`config.mk`:
```
export PLATFORM = sky130hd
export DESIGN_NAME = prng_lfsr_gen
export DESIGN_NICKNAME = d
export VERILOG_FILES = /design/src/rtl/prng_pkg.sv /design/src/rtl/prng_step.sv /design/src/rtl/prng_lfsr_gen.sv
export SDC_FILE = /design/constraint.sdc
export NUM_CORES = 1
export LEC_CHECK = 0
export BUFFER_PORTS_ARGS = -buffer_cell sky130_fd_sc_hd__buf_2
export CAP_MARGIN = 20
export CORE_MARGIN = 2
export CORE_UTILIZATION = 54
export CTS_CLUSTER_DIAMETER = 30
export DETAILED_ROUTE_END_ITERATION = 8
export GPL_TIMING_DRIVEN = 0
export PLACE_DENSITY = 0.83
export SKIP_CTS_REPAIR_TIMING = 1
export SLEW_MARGIN = 20
export SYNTH_ARGS = -nofsm -noshare
export SYNTH_HDL_FRONTEND = slang
export SYNTH_HIERARCHICAL = 1
export SYNTH_SLANG_ARGS = --single-unit
```
`constraint.sdc`:
```
create_clock -name clk -period 2.15 [get_ports clk]
set_clock_uncertainty 0.05 [all_clocks]
set_input_delay 0.3225 -clock clk [delete_from_list [all_inputs] [get_ports clk]]
set_output_delay 0.3225 -clock clk [all_outputs]
set_load 0.05 [all_outputs]
```
`src/rtl/prng_pkg.sv`:
```
// Shared constants and Galois step helper for the LFSR random-number source.
package prng_pkg;

  localparam int unsigned MAX_WIDTH = 64;

  localparam logic [0:0] ST_WARM = 1'b0;
  localparam logic [0:0] ST_RUN  = 1'b1;

  // Maximal-length feedback masks, zero-extended to MAX_WIDTH
  localparam logic [MAX_WIDTH-1:0] TAPS_W8  = 64'h0000_0000_0000_00B8;
  localparam logic [MAX_WIDTH-1:0] TAPS_W16 = 64'h0000_0000_0000_B400;
  localparam logic [MAX_WIDTH-1:0] TAPS_W32 = 64'h0000_0000_8020_0003;
  localparam logic [MAX_WIDTH-1:0] TAPS_W64 = 64'hD800_0000_0000_0000;

  function automatic logic [MAX_WIDTH-1:0] default_taps(input int unsigned width);
    case (width)
      8:       return TAPS_W8;
      16:      return TAPS_W16;
      64:      return TAPS_W64;
      default: return TAPS_W32;
    endcase
  endfunction

  // One Galois shift; callers keep bits above their width at zero
  function automatic logic [MAX_WIDTH-1:0] galois_step(input logic [MAX_WIDTH-1:0] s,
                                                       input logic [MAX_WIDTH-1:0] taps);
    return s[0] ? ((s >> 1) ^ taps) : (s >> 1);
  endfunction

endpackage

```
`src/rtl/prng_step.sv`:
```
// Combinational STEPS-deep unrolled Galois LFSR advance.
module prng_step
  import prng_pkg::*;
#(
  parameter int unsigned          WIDTH = 32,
  parameter logic [MAX_WIDTH-1:0] TAPS  = TAPS_W32,
  parameter int unsigned          STEPS = 1
) (
  input  logic [WIDTH-1:0] state_i,
  output logic [WIDTH-1:0] state_c
);

  localparam logic [WIDTH-1:0]     TAPS_W   = TAPS[WIDTH-1:0];
  localparam logic [MAX_WIDTH-1:0] TAPS_EXT = MAX_WIDTH'(TAPS_W);

  logic [MAX_WIDTH-1:0] acc;

  always_comb begin
    acc = MAX_WIDTH'(state_i);
    for (int unsigned i = 0; i < STEPS; i++) begin
      acc = galois_step(acc, TAPS_EXT);
    end
    state_c = acc[WIDTH-1:0];
  end

endmodule

```
`src/rtl/prng_lfsr_gen.sv`:
```
// Galois-LFSR random word source with warm-up discard, reseed, lockup repair
// and a valid/ready output register.
module prng_lfsr_gen
  import prng_pkg::*;
#(
  parameter int unsigned          WIDTH    = 32,
  parameter logic [MAX_WIDTH-1:0] TAPS     = default_taps(32),
  parameter logic [MAX_WIDTH-1:0] INIT     = 64'h0000_0000_AB31_2DEF,
  parameter int unsigned          STEPS    = 1,
  parameter int unsigned          WARMUP   = 6,
  parameter bit                   FREE_RUN = 1'b1
) (
  input  logic             clk,
  input  logic             rst_n,
  input  logic             enable,
  input  logic             seed_load,
  input  logic [WIDTH-1:0] seed_in,
  output logic [WIDTH-1:0] num,
  output logic             num_valid,
  input  logic             num_ready,
  output logic             busy,
  output logic             lockup_err
);

  localparam int unsigned      CNT_W    = 8;
  localparam logic [WIDTH-1:0] TAPS_W   = TAPS[WIDTH-1:0];
  localparam logic [WIDTH-1:0] INIT_W   = INIT[WIDTH-1:0];
  localparam logic [CNT_W-1:0] WARMUP_C = CNT_W'(WARMUP);
  localparam logic [0:0]       ST_START = (WARMUP == 0) ? ST_RUN : ST_WARM;
  localparam logic             BUSY_START = (WARMUP != 0);

  if (WIDTH < 8 || WIDTH > 64) begin : g_bad_width
    $error("prng_lfsr_gen: WIDTH must be 8..64");
  end
  if (STEPS < 1 || STEPS > WIDTH) begin : g_bad_steps
    $error("prng_lfsr_gen: STEPS must be 1..WIDTH");
  end
  if (WARMUP > 255) begin : g_bad_warmup
    $error("prng_lfsr_gen: WARMUP must be 0..255");
  end
  if (TAPS_W[WIDTH-1] == 1'b0) begin : g_bad_taps
    $error("prng_lfsr_gen: TAPS[WIDTH-1] must be 1");
  end
  if (INIT_W == '0) begin : g_bad_init
    $error("prng_lfsr_gen: INIT must be nonzero");
  end

  logic [0:0]       state_q, state_d;
  logic [CNT_W-1:0] cnt_q, cnt_d;
  logic [WIDTH-1:0] lfsr_q, lfsr_d;
  logic [WIDTH-1:0] num_q, num_d;
  logic             num_valid_q, num_valid_d;
  logic             busy_q, busy_d;
  logic             lockup_err_q, lockup_err_d;

  logic [WIDTH-1:0] step_c;
  logic [WIDTH-1:0] seed_mix_c;
  logic             take_c;
  logic             slot_c;

  prng_step #(
    .WIDTH (WIDTH),
    .TAPS  (TAPS),
    .STEPS (STEPS)
  ) u_step (
    .state_i (lfsr_q),
    .state_c (step_c)
  );

  // Next-state: reseed beats everything, then warm-up, lockup repair, output slot
  always_comb begin
    state_d      = state_q;
    cnt_d        = cnt_q;
    lfsr_d       = lfsr_q;
    num_d        = num_q;
    num_valid_d  = num_valid_q;
    busy_d       = busy_q;
    lockup_err_d = 1'b0;
    take_c       = num_valid_q & num_ready;
    slot_c       = ~num_valid_q | take_c;
    seed_mix_c   = seed_in ^ INIT_W;

    if (seed_load) begin
      lfsr_d      = (seed_mix_c == '0) ? INIT_W : seed_mix_c;
      num_valid_d = 1'b0;
      state_d     = ST_START;
      cnt_d       = WARMUP_C;
      busy_d      = BUSY_START;
    end else if (state_q == ST_WARM) begin
      lfsr_d = step_c;
      cnt_d  = cnt_q - CNT_W'(1);
      if (cnt_q == CNT_W'(1)) begin
        state_d = ST_RUN;
        busy_d  = 1'b0;
      end
    end else if (lfsr_q == '0) begin
      // Zero is absorbing for a Galois LFSR; restart from INIT and flag it
      lfsr_d       = INIT_W;
      lockup_err_d = 1'b1;
      if (take_c) begin
        num_valid_d = 1'b0;
      end
    end else if (slot_c && enable) begin
      num_d       = lfsr_q;
      num_valid_d = 1'b1;
      lfsr_d      = step_c;
    end else if (slot_c) begin
      if (take_c) begin
        num_valid_d = 1'b0;
      end
    end else if (FREE_RUN && enable) begin
      lfsr_d = step_c;
    end
  end

  always_ff @(posedge clk or negedge rst_n) begin
    if (!rst_n) begin
      state_q      <= ST_START;
      cnt_q        <= WARMUP_C;
      lfsr_q       <= INIT_W;
      num_q        <= '0;
      num_valid_q  <= 1'b0;
      busy_q       <= BUSY_START;
      lockup_err_q <= 1'b0;
    end else begin
      state_q      <= state_d;
      cnt_q        <= cnt_d;
      lfsr_q       <= lfsr_d;
      num_q        <= num_d;
      num_valid_q  <= num_valid_d;
      busy_q       <= busy_d;
      lockup_err_q <= lockup_err_d;
    end
  end

  assign num        = num_q;
  assign num_valid  = num_valid_q;
  assign busy       = busy_q;
  assign lockup_err = lockup_err_q;

endmodule
```
==> out/metrics.yaml <==
layout:
  nets: 485
  drive_gt1_frac: 0.4302
  syn2layout_area_growth_pct: 22.82
  fin_area_mm2: 0.004673
  antenna_cells: 0
  fin_util: 0.6878
  fill_cells: 512
floorplanning:
  start_util: 0.5600
  die_area_mm2: 0.007733
  die_w_um: 87.94
  die_h_um: 87.94
  core-area_mm2: 0.006794
  io_pins: 72
  rows: 30
timing:
  whs_ns: 0.07943
  tightest_slew_ns: 0.5688
  slew_headroom: 0.6173
  tns_ns: 0
  final-hold-violation-count: 0
  fmax_ghz: 0.4849
  finalSetupViolations: 0
  period_share: 0.9591
  maxSlewViolCount: 0
  min_period_ns: 2.062
logic_synthesis:
  synth_ff_type: "dfrtp_1"
  synth_edf_count: 0
  netlist_area_mm2: 0.003805
  yosys_warnings: 6
  synth_top_cell_by_area: "dfrtp_1"
  synth.top_cell.area_share: 0.3551
  synth.distinct_cells: 38
  synth_seq_cells: 76
  syn_inst: 360
  synth_async_sr_flop_share: 1.000
  synthTopCellsByArea: "dfrtp_1, dfstp_2, mux2_2"
  yosysSeqAreaShare: 0.5071
  syn_nets: 399
  avgSynthCellArea_um2: 10.57
power_and_ir_drop:
  combPwrFrac: 0.289
  power_switching_uw: 1660
  power_density_mw_per_mm2: 1011
  cellLeakagePower_uw: 0.002291
  p_seq_frac: 0.401
  peakVddDrop_mv: 0.5970
  clkPwrFrac: 0.310
  finalPower_uw: 4725
  p_sw_frac: 0.3514
  p_int_uw: 3065
routing:
  routed_wl_um: 9079
  drc: 0
  drt-pass1-iter-count: 5
  wire_per_inst_um: 16.60
  detail-route-antenna-nets: 0
  vias: 3043
  drt_iter0_drc: 305
  viasPerCell: 5.563
global_route:
  grt_usage: 0.2501
  grt_pass1_vias: 2931
  antenna_found_initial: 0
  grt_overflow: 0
  grt_pass1_wl_um: 14550
  grt_max_degree: 45
critical_path:
  worstPathMaxFanout: 10
  cpPeakStageDelay_ns: 0.45
  worstPathRequired_ns: 2.35
  start_kind: "register"
  cp_top_family: "compound AO/OA/AOI/OAI gates"
  crit_buf_inv: 2
  critPathArrivalTime_ns: 2.26
  crit_path_end_kind: "register"
  crit_slowest_cell: "dfrtp_2"
  path_cells: "nor4_2 > nand4_1 > buf_4 > o21ai_4 > a21oi_4 > buf_6 > a222oi_1"
  worst-setup-path-type: "register to register"
clock_tree:
  clock_latency_ns: 0.36
  clk_path_buf_depth: 2
  cts_inserted_buffers: 9
  cts_tree: "done"
  htree_levels: 3
  clk_pin_slew_ns: 0.08
  cts_root_buffer: "clkbuf_8"
  clock_sinks: 76
placed_design:
  dp_hpwl_um: 6509
  numPortBuffers: 69
  place_congestion: 0.9252
  dpl-instance-area_mm2: 0.004293
outcome:
  status: "complete, no violations"
min_path:
  hold_path.class: "primary input to register"
flow_run:
  maxCapViolCount: 0
[cells by family after synthesis]
group                      count (synthesis)  synth area share
AOI/OAI and AO/OA                         86            0.1539
adders and majority gates                  2          0.006576
xor gates and xnor gates                  10           0.02302
and+or+nand+nor                           69           0.09964
muxes                                     24           0.07103
DFF                                       76            0.5071
buffers and inverters                     93            0.1388
[final cells by class]
class	count	area (um^2)	share of cell area
repair buffers	75	420.4	0.08996
flip-flops and latches	76	1932	0.4134
clock buffers	10	137.6	0.02945
multi-input cells	191	1399	0.2993
well taps	96	120.1	0.02570
inverters	43	161.4	0.03454
plain buffers	50	367.9	0.07871
clock inverters	6	135.1	0.02892
[layer usage]
metal | share of wire | global-route usage
met5 | 0 | 0
met4 | 0.024 | 0.1273
met3 | 0.061 | 0.03959
met2 | 0.48 | 0.3912
met1 | 0.44 | 0.3391
[Yosys cell counts (2+ instances only)]
cell type  count
dfrtp_1       54
o21ai_0       45
inv_1         43
buf_4         29
nand2_1       25
mux2_2        24
dfstp_2       22
a222oi_1      19
a22oi_1       12
nor2_1        12
nor4_1        11
clkbuf_1      10
xor2_1         8
buf_2          6
nand4_1        5
a21oi_1        4
and4bb_2       3
buf_6          3
nand2b_1       3
ha_1           2
nor3_1         2
xnor2_1        2
[worst reg2reg max path: cells and delay by family (launching register included)]
| family | cells | cell delay, ns |
|---|---|---|
| AO/OA/AOI/OAI | 3 | 0.68 |
| flip-flops | 1 | 0.45 |
| AND/OR/NAND/NOR | 2 | 0.41 |
| buffers and inverters | 2 | 0.37 |
[registers in the layout (all words and copies together), names as in the netlist]
name,cells
busy,1
cnt_q,8
lfsr_q,32
lockup_err,1
num,32
num_valid,1
state_q,1
[power groups by stage]
stage / logic (uW) / clock network [uW] / registers [uW]
CTS: 1360 / 1470 / 1890
floorplan: 440 / 0 / 2460
global route: 1460 / 1540 / 1930
finish: 1370 / 1460 / 1900
detailed placement: 1350 / 0 / 1910
global placement: 1330 / 0 / 1900
[worst paths after layout]
path | endpoint | from | slack, ns | depth (start not counted)
max | lfsr_q[16] | lfsr_q[22] | 0.09 | 7
min | lfsr_q[8] | seed_in[8] | 0.08 | 2
max reg2reg | lfsr_q[16] | lfsr_q[22] | 0.09 | 7
min reg2reg | num[2] | num[2] | 0.43 | 2
max in group asynchronous | lfsr_q[27] | rst_n | 1.03 | 3
min in group asynchronous | lfsr_q[23] | rst_n | 0.39 | 2
[per-stage QoR]
| stage | instances | setup slack [ns] |
|---|---|---|
| finish | 547 | 0.08784 |
| global route | 547 | -0.01544 |
| CTS | 542 | -0.2096 |
| detailed placement | 526 | -0.1984 |
| global placement | 525 | -0.1784 |
| floorplan | 360 | 0.2563 |
[layout by cell type, fill, tap and decap left out, drive strengths merged, types with 2 or more instances in the layout]
| cell | count |
|---|---|
| clkbuf | 20 |
| o21ai | 46 |
| bufinv | 4 |
| mux2 | 24 |
| a22oi | 12 |
| a222oi | 19 |
| nand2 | 25 |
| buf | 113 |
| dfstp | 22 |
| and4bb | 3 |
| dfrtp | 54 |
| ha | 2 |
| inv | 43 |
| nand4 | 5 |
| nor4 | 11 |
| nand2b | 3 |
| nor3 | 2 |
| a21oi | 5 |
| nor2 | 12 |
| xor2 | 8 |
| xnor2 | 2 |
| clkinvlp | 2 |
(Power assumes the default switching activity.)
